`src/rtl/i2c_master_reg_seq.sv`:
```
// i2c_master_reg_seq
// Runs one complete I2C register read or write through the byte controller.
// The sequencer issues one byte command at a time and waits for cmd_ack.
// It ends every transaction with a single done pulse that carries read data
// and at most one error flag (NACK, arbitration lost or watchdog timeout).
module i2c_master_reg_seq #(
    parameter int TO_W     = 16,
    parameter int TO_LIMIT = 0
) (
    input  logic       clk,
    input  logic       Reset,
    input  logic       rst,
    input  logic       req_valid,
    output logic       req_ready,
    input  logic       req_rnw,
    input  logic [6:0] req_dev,
    input  logic [7:0] req_reg,
    input  logic [7:0] req_wdata,
    output logic       done,
    output logic [7:0] rdata,
    output logic       nack_err,
    output logic       al_err,
    output logic       to_err,
    output logic       bc_start,
    output logic       bc_stop,
    output logic       bc_read,
    output logic       bc_write,
    output logic       bc_ack_in,
    output logic [7:0] bc_din,
    input  logic       bc_cmd_ack,
    input  logic       bc_ack_out,
    input  logic [7:0] bc_dout,
    input  logic       bc_al
);

    typedef enum logic [2:0] {
        S_IDLE, S_DEVW, S_REG, S_WDATA, S_DEVR, S_RDATA, S_STOPO, S_DONE
    } state_t;

    // One byte-controller command: strobes plus the byte and ack to drive
    typedef struct packed {
        logic       start;
        logic       stop;
        logic       read;
        logic       write;
        logic       ack_in;
        logic [7:0] din;
    } bc_cmd_t;

    // Request fields latched at accept time
    typedef struct packed {
        logic       rnw;
        logic [6:0] dev;
        logic [7:0] rreg;
        logic [7:0] wdata;
    } req_t;

    // The watchdog fires on the TO_LIMIT-th cycle after the command is issued
    localparam int              TO_LAST_I = (TO_LIMIT > 0) ? TO_LIMIT - 1 : 0;
    localparam logic [TO_W-1:0] TO_LAST   = TO_LAST_I[TO_W-1:0];

    function automatic bc_cmd_t wr_cmd(input logic with_start, input logic with_stop,
                                       input logic [7:0] b);
        bc_cmd_t c;
        c        = '0;
        c.start  = with_start;
        c.stop   = with_stop;
        c.write  = 1'b1;
        c.din    = b;
        return c;
    endfunction

    // Final read byte is always NACKed by the master, then stop
    function automatic bc_cmd_t rd_cmd();
        bc_cmd_t c;
        c        = '0;
        c.read   = 1'b1;
        c.stop   = 1'b1;
        c.ack_in = 1'b1;
        return c;
    endfunction

    function automatic bc_cmd_t stop_cmd();
        bc_cmd_t c;
        c      = '0;
        c.stop = 1'b1;
        return c;
    endfunction

    state_t          state;
    bc_cmd_t         cmd;
    req_t            rq;
    logic [TO_W-1:0] wd_cnt;
    logic            wd_hit;

    assign wd_hit    = (TO_LIMIT > 0) && (wd_cnt == TO_LAST);

    assign bc_start  = cmd.start;
    assign bc_stop   = cmd.stop;
    assign bc_read   = cmd.read;
    assign bc_write  = cmd.write;
    assign bc_ack_in = cmd.ack_in;
    assign bc_din    = cmd.din;

    // Sequencer FSM: issues byte commands, tracks outcome, drives all outputs
    always_ff @(posedge clk or posedge Reset) begin
        if (Reset) begin
            state     <= S_IDLE;
            cmd       <= '0;
            rq        <= '0;
            wd_cnt    <= '0;
            req_ready <= 1'b1;
            done      <= 1'b0;
            rdata     <= '0;
            nack_err  <= 1'b0;
            al_err    <= 1'b0;
            to_err    <= 1'b0;
        end else if (rst) begin
            state     <= S_IDLE;
            cmd       <= '0;
            rq        <= '0;
            wd_cnt    <= '0;
            req_ready <= 1'b1;
            done      <= 1'b0;
            rdata     <= '0;
            nack_err  <= 1'b0;
            al_err    <= 1'b0;
            to_err    <= 1'b0;
        end else begin
            case (state)
                S_IDLE: begin
                    if (req_valid && req_ready) begin
                        rq        <= '{rnw: req_rnw, dev: req_dev, rreg: req_reg, wdata: req_wdata};
                        nack_err  <= 1'b0;
                        al_err    <= 1'b0;
                        to_err    <= 1'b0;
                        req_ready <= 1'b0;
                        wd_cnt    <= '0;
                        cmd       <= wr_cmd(1'b1, 1'b0, {req_dev, 1'b0});
                        state     <= S_DEVW;
                    end
                end
                S_DONE: begin
                    done      <= 1'b0;
                    req_ready <= 1'b1;
                    state     <= S_IDLE;
                end
                default: begin
                    if (bc_al) begin
                        // Bus is no longer ours: drop everything, no stop
                        cmd    <= '0;
                        al_err <= 1'b1;
                        done   <= 1'b1;
                        state  <= S_DONE;
                    end else if (bc_cmd_ack) begin
                        wd_cnt <= '0;
                        case (state)
                            S_DEVW: begin
                                if (bc_ack_out) begin
                                    nack_err <= 1'b1;
                                    cmd      <= stop_cmd();
                                    state    <= S_STOPO;
                                end else begin
                                    cmd   <= wr_cmd(1'b0, 1'b0, rq.rreg);
                                    state <= S_REG;
                                end
                            end
                            S_REG: begin
                                if (bc_ack_out) begin
                                    nack_err <= 1'b1;
                                    cmd      <= stop_cmd();
                                    state    <= S_STOPO;
                                end else if (rq.rnw) begin
                                    cmd   <= wr_cmd(1'b1, 1'b0, {rq.dev, 1'b1});
                                    state <= S_DEVR;
                                end else begin
                                    cmd   <= wr_cmd(1'b0, 1'b1, rq.wdata);
                                    state <= S_WDATA;
                                end
                            end
                            S_DEVR: begin
                                if (bc_ack_out) begin
                                    nack_err <= 1'b1;
                                    cmd      <= stop_cmd();
                                    state    <= S_STOPO;
                                end else begin
                                    cmd   <= rd_cmd();
                                    state <= S_RDATA;
                                end
                            end
                            S_WDATA: begin
                                // Stop already went out with the data byte
                                nack_err <= bc_ack_out;
                                cmd      <= '0;
                                done     <= 1'b1;
                                state    <= S_DONE;
                            end
                            S_RDATA: begin
                                rdata <= bc_dout;
                                cmd   <= '0;
                                done  <= 1'b1;
                                state <= S_DONE;
                            end
                            S_STOPO: begin
                                cmd   <= '0;
                                done  <= 1'b1;
                                state <= S_DONE;
                            end
                            default: begin
                                cmd   <= '0;
                                state <= S_IDLE;
                            end
                        endcase
                    end else if (wd_hit) begin
                        cmd    <= '0;
                        to_err <= 1'b1;
                        done   <= 1'b1;
                        state  <= S_DONE;
                    end else if (wd_cnt != '1) begin
                        wd_cnt <= wd_cnt + 1'b1;
                    end
                end
            endcase
        end
    end

endmodule

```
`config.mk`:
```
export PLATFORM = sky130hd
export DESIGN_NAME = i2c_master_reg_seq
export DESIGN_NICKNAME = d
export VERILOG_FILES = /design/src/rtl/i2c_master_reg_seq.sv
export SDC_FILE = /design/constraint.sdc
export NUM_CORES = 1
export LEC_CHECK = 0
export BUFFER_PORTS_ARGS = -buffer_cell sky130_fd_sc_hd__buf_2
export CAP_MARGIN = 25
export CORE_MARGIN = 2
export CORE_UTILIZATION = 47
export CTS_CLUSTER_DIAMETER = 30
export DETAILED_ROUTE_END_ITERATION = 8
export PLACE_DENSITY_LB_ADDON = 0.05
export SLEW_MARGIN = 20
export SYNTH_ARGS = -nofsm -noshare
export SYNTH_HDL_FRONTEND = slang
export SYNTH_SLANG_ARGS = --single-unit
```
`constraint.sdc`:
```
create_clock -name clk -period 2.5 [get_ports clk]
set_input_delay 0.25 -clock clk [delete_from_list [all_inputs] [get_ports clk]]
set_output_delay 0.25 -clock clk [all_outputs]
set_load 0.005 [all_outputs]
```
==> out/results.ini <==
[die]
die_area_sq_um=6180
start_util_pct=48.1
rows=27
ios=65
die_h_um=78.6
die_x_um=78.6
core_area_sq_um=5440

[flow_run]
drv_cap=0

[setup_path]
worstSetupPathType=flop to flop
cp.required_ns=2.74
slowest_delay_ns=0.57
cp_max_fo=16
crit_buf_inv=1
cp_slowest_cell=dfrtp_1
timing.critical_path.cells=buf_4 -> nor4_4 -> a22oi_1 -> a2bb2oi_1 -> o21ai_1
crit_arrival_ns=2.16
startpoint_type=flop
cpLargestDelayFamily=flip-flops
worst_setup_path_end_kind=flop

[timing]
drv_slew=0
rsz0062_at_grt=no
setup_tns_ns=0
worst_pin_slew_ns=0.713
clock_skew_ns=0.00873
fmax_ghz=0.520
min_period_ns=1.92
relSlewSlack_pct=52.4
post-route-period-util_pct=76.9
hold_viol=0
setup_viol=0

[status]
status=finished, final reports clean

[final_layout]
antennaDiodeCount=0
fin_nets=337
nFillCells=504
final_area_sq_um=3080
drive_gt1_share_pct=33.1
area_delta_synth_final_pct=17.7

[detailed_routing]
ant_nets=0
drc_errors=0
drtIter0Drc=145
vias=2056
viasPerCell=5.54
drt-total-wl_mm=6.07
wl_per_cell_um=16.4
firstDrtPassIters=4

[logic_synthesis]
postSynth.asyncResetShare_pct=100
syn_avg_cell_area_sq_um=10.8
ys_ff_latch=51
synth_cell_type_count=51
synth.cell_area_sq_um=2620
synth_warnings=0
syn_nets=281
synth_cells=242
synth_edf_count=0
seq_area_frac_synth_pct=48.9
ys.flop_type=dfrtp_1

[placement]
place_area_sq_um=2940
io_buffers=63
gp_congestion=0.766
hpwlAfterDp_mm=4.19

[worst_hold_path]
min_path_type=primary input to async pin

[grt]
grt_pass1_vias=1904
grt_usage_pct=21.1
grt_overflow=0
antenna_found_initial=0
grt_pass1_wl_mm=10.2
grt_max_degree=33

[clocking]
ctsRootBufferMaster=clkbuf_8
cts_buffers=5
h-tree-depth=2
cts_hold_buffers=0
path_clk_slew_ns=0.10
cts_tree=built
numClockSinks=51
post_cts_buffers=0
cts_resized=0
cts_buffer_depth=2
clkLatencyLatePin_ns=0.31

[power_and_ir_drop]
finalPower_mw=2.78
max-vdd-ir-drop_mv=0.447
leakagePower_nw=1.53
power_density_nw_per_um2=904

## cells in the final DEF, fill, tap and decap left out, types with 5 or more instances in the layout
| cell type | instances |
|---|---|
| mux2i_1 | 15 |
| clkbuf_8 | 5 |
| a2bb2oi_1 | 7 |
| nor2_1 | 26 |
| buf_4 | 5 |
| a21oi_1 | 11 |
| o21ai_1 | 10 |
| dfrtp_1 | 50 |
| mux2_2 | 7 |
| a22o_1 | 17 |
| buf_2 | 63 |
| a22oi_1 | 7 |
| nand2_1 | 19 |
## layout make-up
type                       count  area, sq um  share of cell area, %
clock buffer                   5         68.8                   2.24
clock inverter                 3         71.3                   2.32
inverter                       4         15.0                  0.488
multi-input combinational    168         1200                   39.1
sequential                    51         1280                   41.5
tap                           72         90.1                   2.93
timing repair buffer          68          353                   11.5
## cells by family (layout without fill, tap and decap cells)
| logic type | count (synthesis) | in the layout | share of synthesized area, % |
|---|---|---|---|
| AOI/OAI and AO/OA | 77 | 77 | 22.5 |
| adders and majority gates | 2 | 2 | 0.766 |
| buffers and inverters | 23 | 80 | 5.17 |
| DFF | 51 | 51 | 48.9 |
| muxes | 22 | 22 | 8.76 |
| other | 1 | 1 | 0.143 |
| and+or+nand+nor | 66 | 66 | 13.8 |
## Yosys cell counts, drive strengths merged, types with 3 or more instances
cell type	n	share of area (%)
nor4	3	1.9
o21ai	13	2.5
nor3	4	0.96
dfrtp	50	48
clkbuf	3	0.43
a211oi	3	0.86
nand2	19	2.7
a22o	17	5.7
a22oi	8	2.5
a31oi	3	0.72
inv	4	0.57
a21oi	12	2.4
mux2i	15	5.7
buf	16	4.2
nor2	28	4.9
a2bb2oi	7	2.3
mux2	7	3.0
## sequential cells by signal (all words and copies together), names as in the netlist
register / count
bc_din: 8
rdata: 8
al_err: 1
nack_err: 1
bc_start: 1
done: 1
state: 3
rq: 24
bc_write: 1
bc_stop: 1
req_ready: 1
bc_read: 1
## path summary, 6_finish.rpt
kind / from / endpoint / slack, ns / cells after the start
max: state[2] / bc_din[1] / 0.58 / 5
min: Reset / state[2] / 0.05 / 2
max reg2reg: state[2] / bc_din[1] / 0.58 / 5
min reg2reg: bc_write / bc_write / 0.49 / 2
max in group asynchronous: Reset / rq[22] / 1.83 / 3
min in group clk: req_wdata[7] / rq[7] / 0.15 / 2
## worst register-to-register path, delay by kind of cell, from the launching register on
kind | cells | cell delay, ns
AOI/OAI and AO/OA | 3 | 0.48
buffers and inverters | 1 | 0.28
DFF | 1 | 0.57
and+or+nand+nor | 1 | 0.52
## report_power, final
part           internal (mW)  switching [mW]
logic                  0.400           0.520
registers              0.979           0.178
clock network          0.406           0.297
total                   1.79           0.996
## routing by layer
metal  vias to the layer above  track usage [%]  part of all wire (%)
li1                       1000                -                     -
met1                       977             34.5                    51
met2                        77             27.5                    42
met3                         2             5.52                   7.0
met4                         0             4.56                  0.48
met5                         -                0                     0
## metrics by stage
step / setup slack, ns / hold slack [ns] / util (%) / std cells
detailed placement: 0.618 / 0.410 / 54.0 / 363
floorplan: 0.918 / 0.383 / - / 242
global placement: 0.603 / 0.411 / 54.0 / 363
global route: 0.471 / 0.105 / 56.6 / 371
CTS: 0.597 / 0.0691 / 56.6 / 371
finish: 0.576 / 0.0473 / 56.6 / 371
No activity file was read; power rests on OpenSTA's default activity.
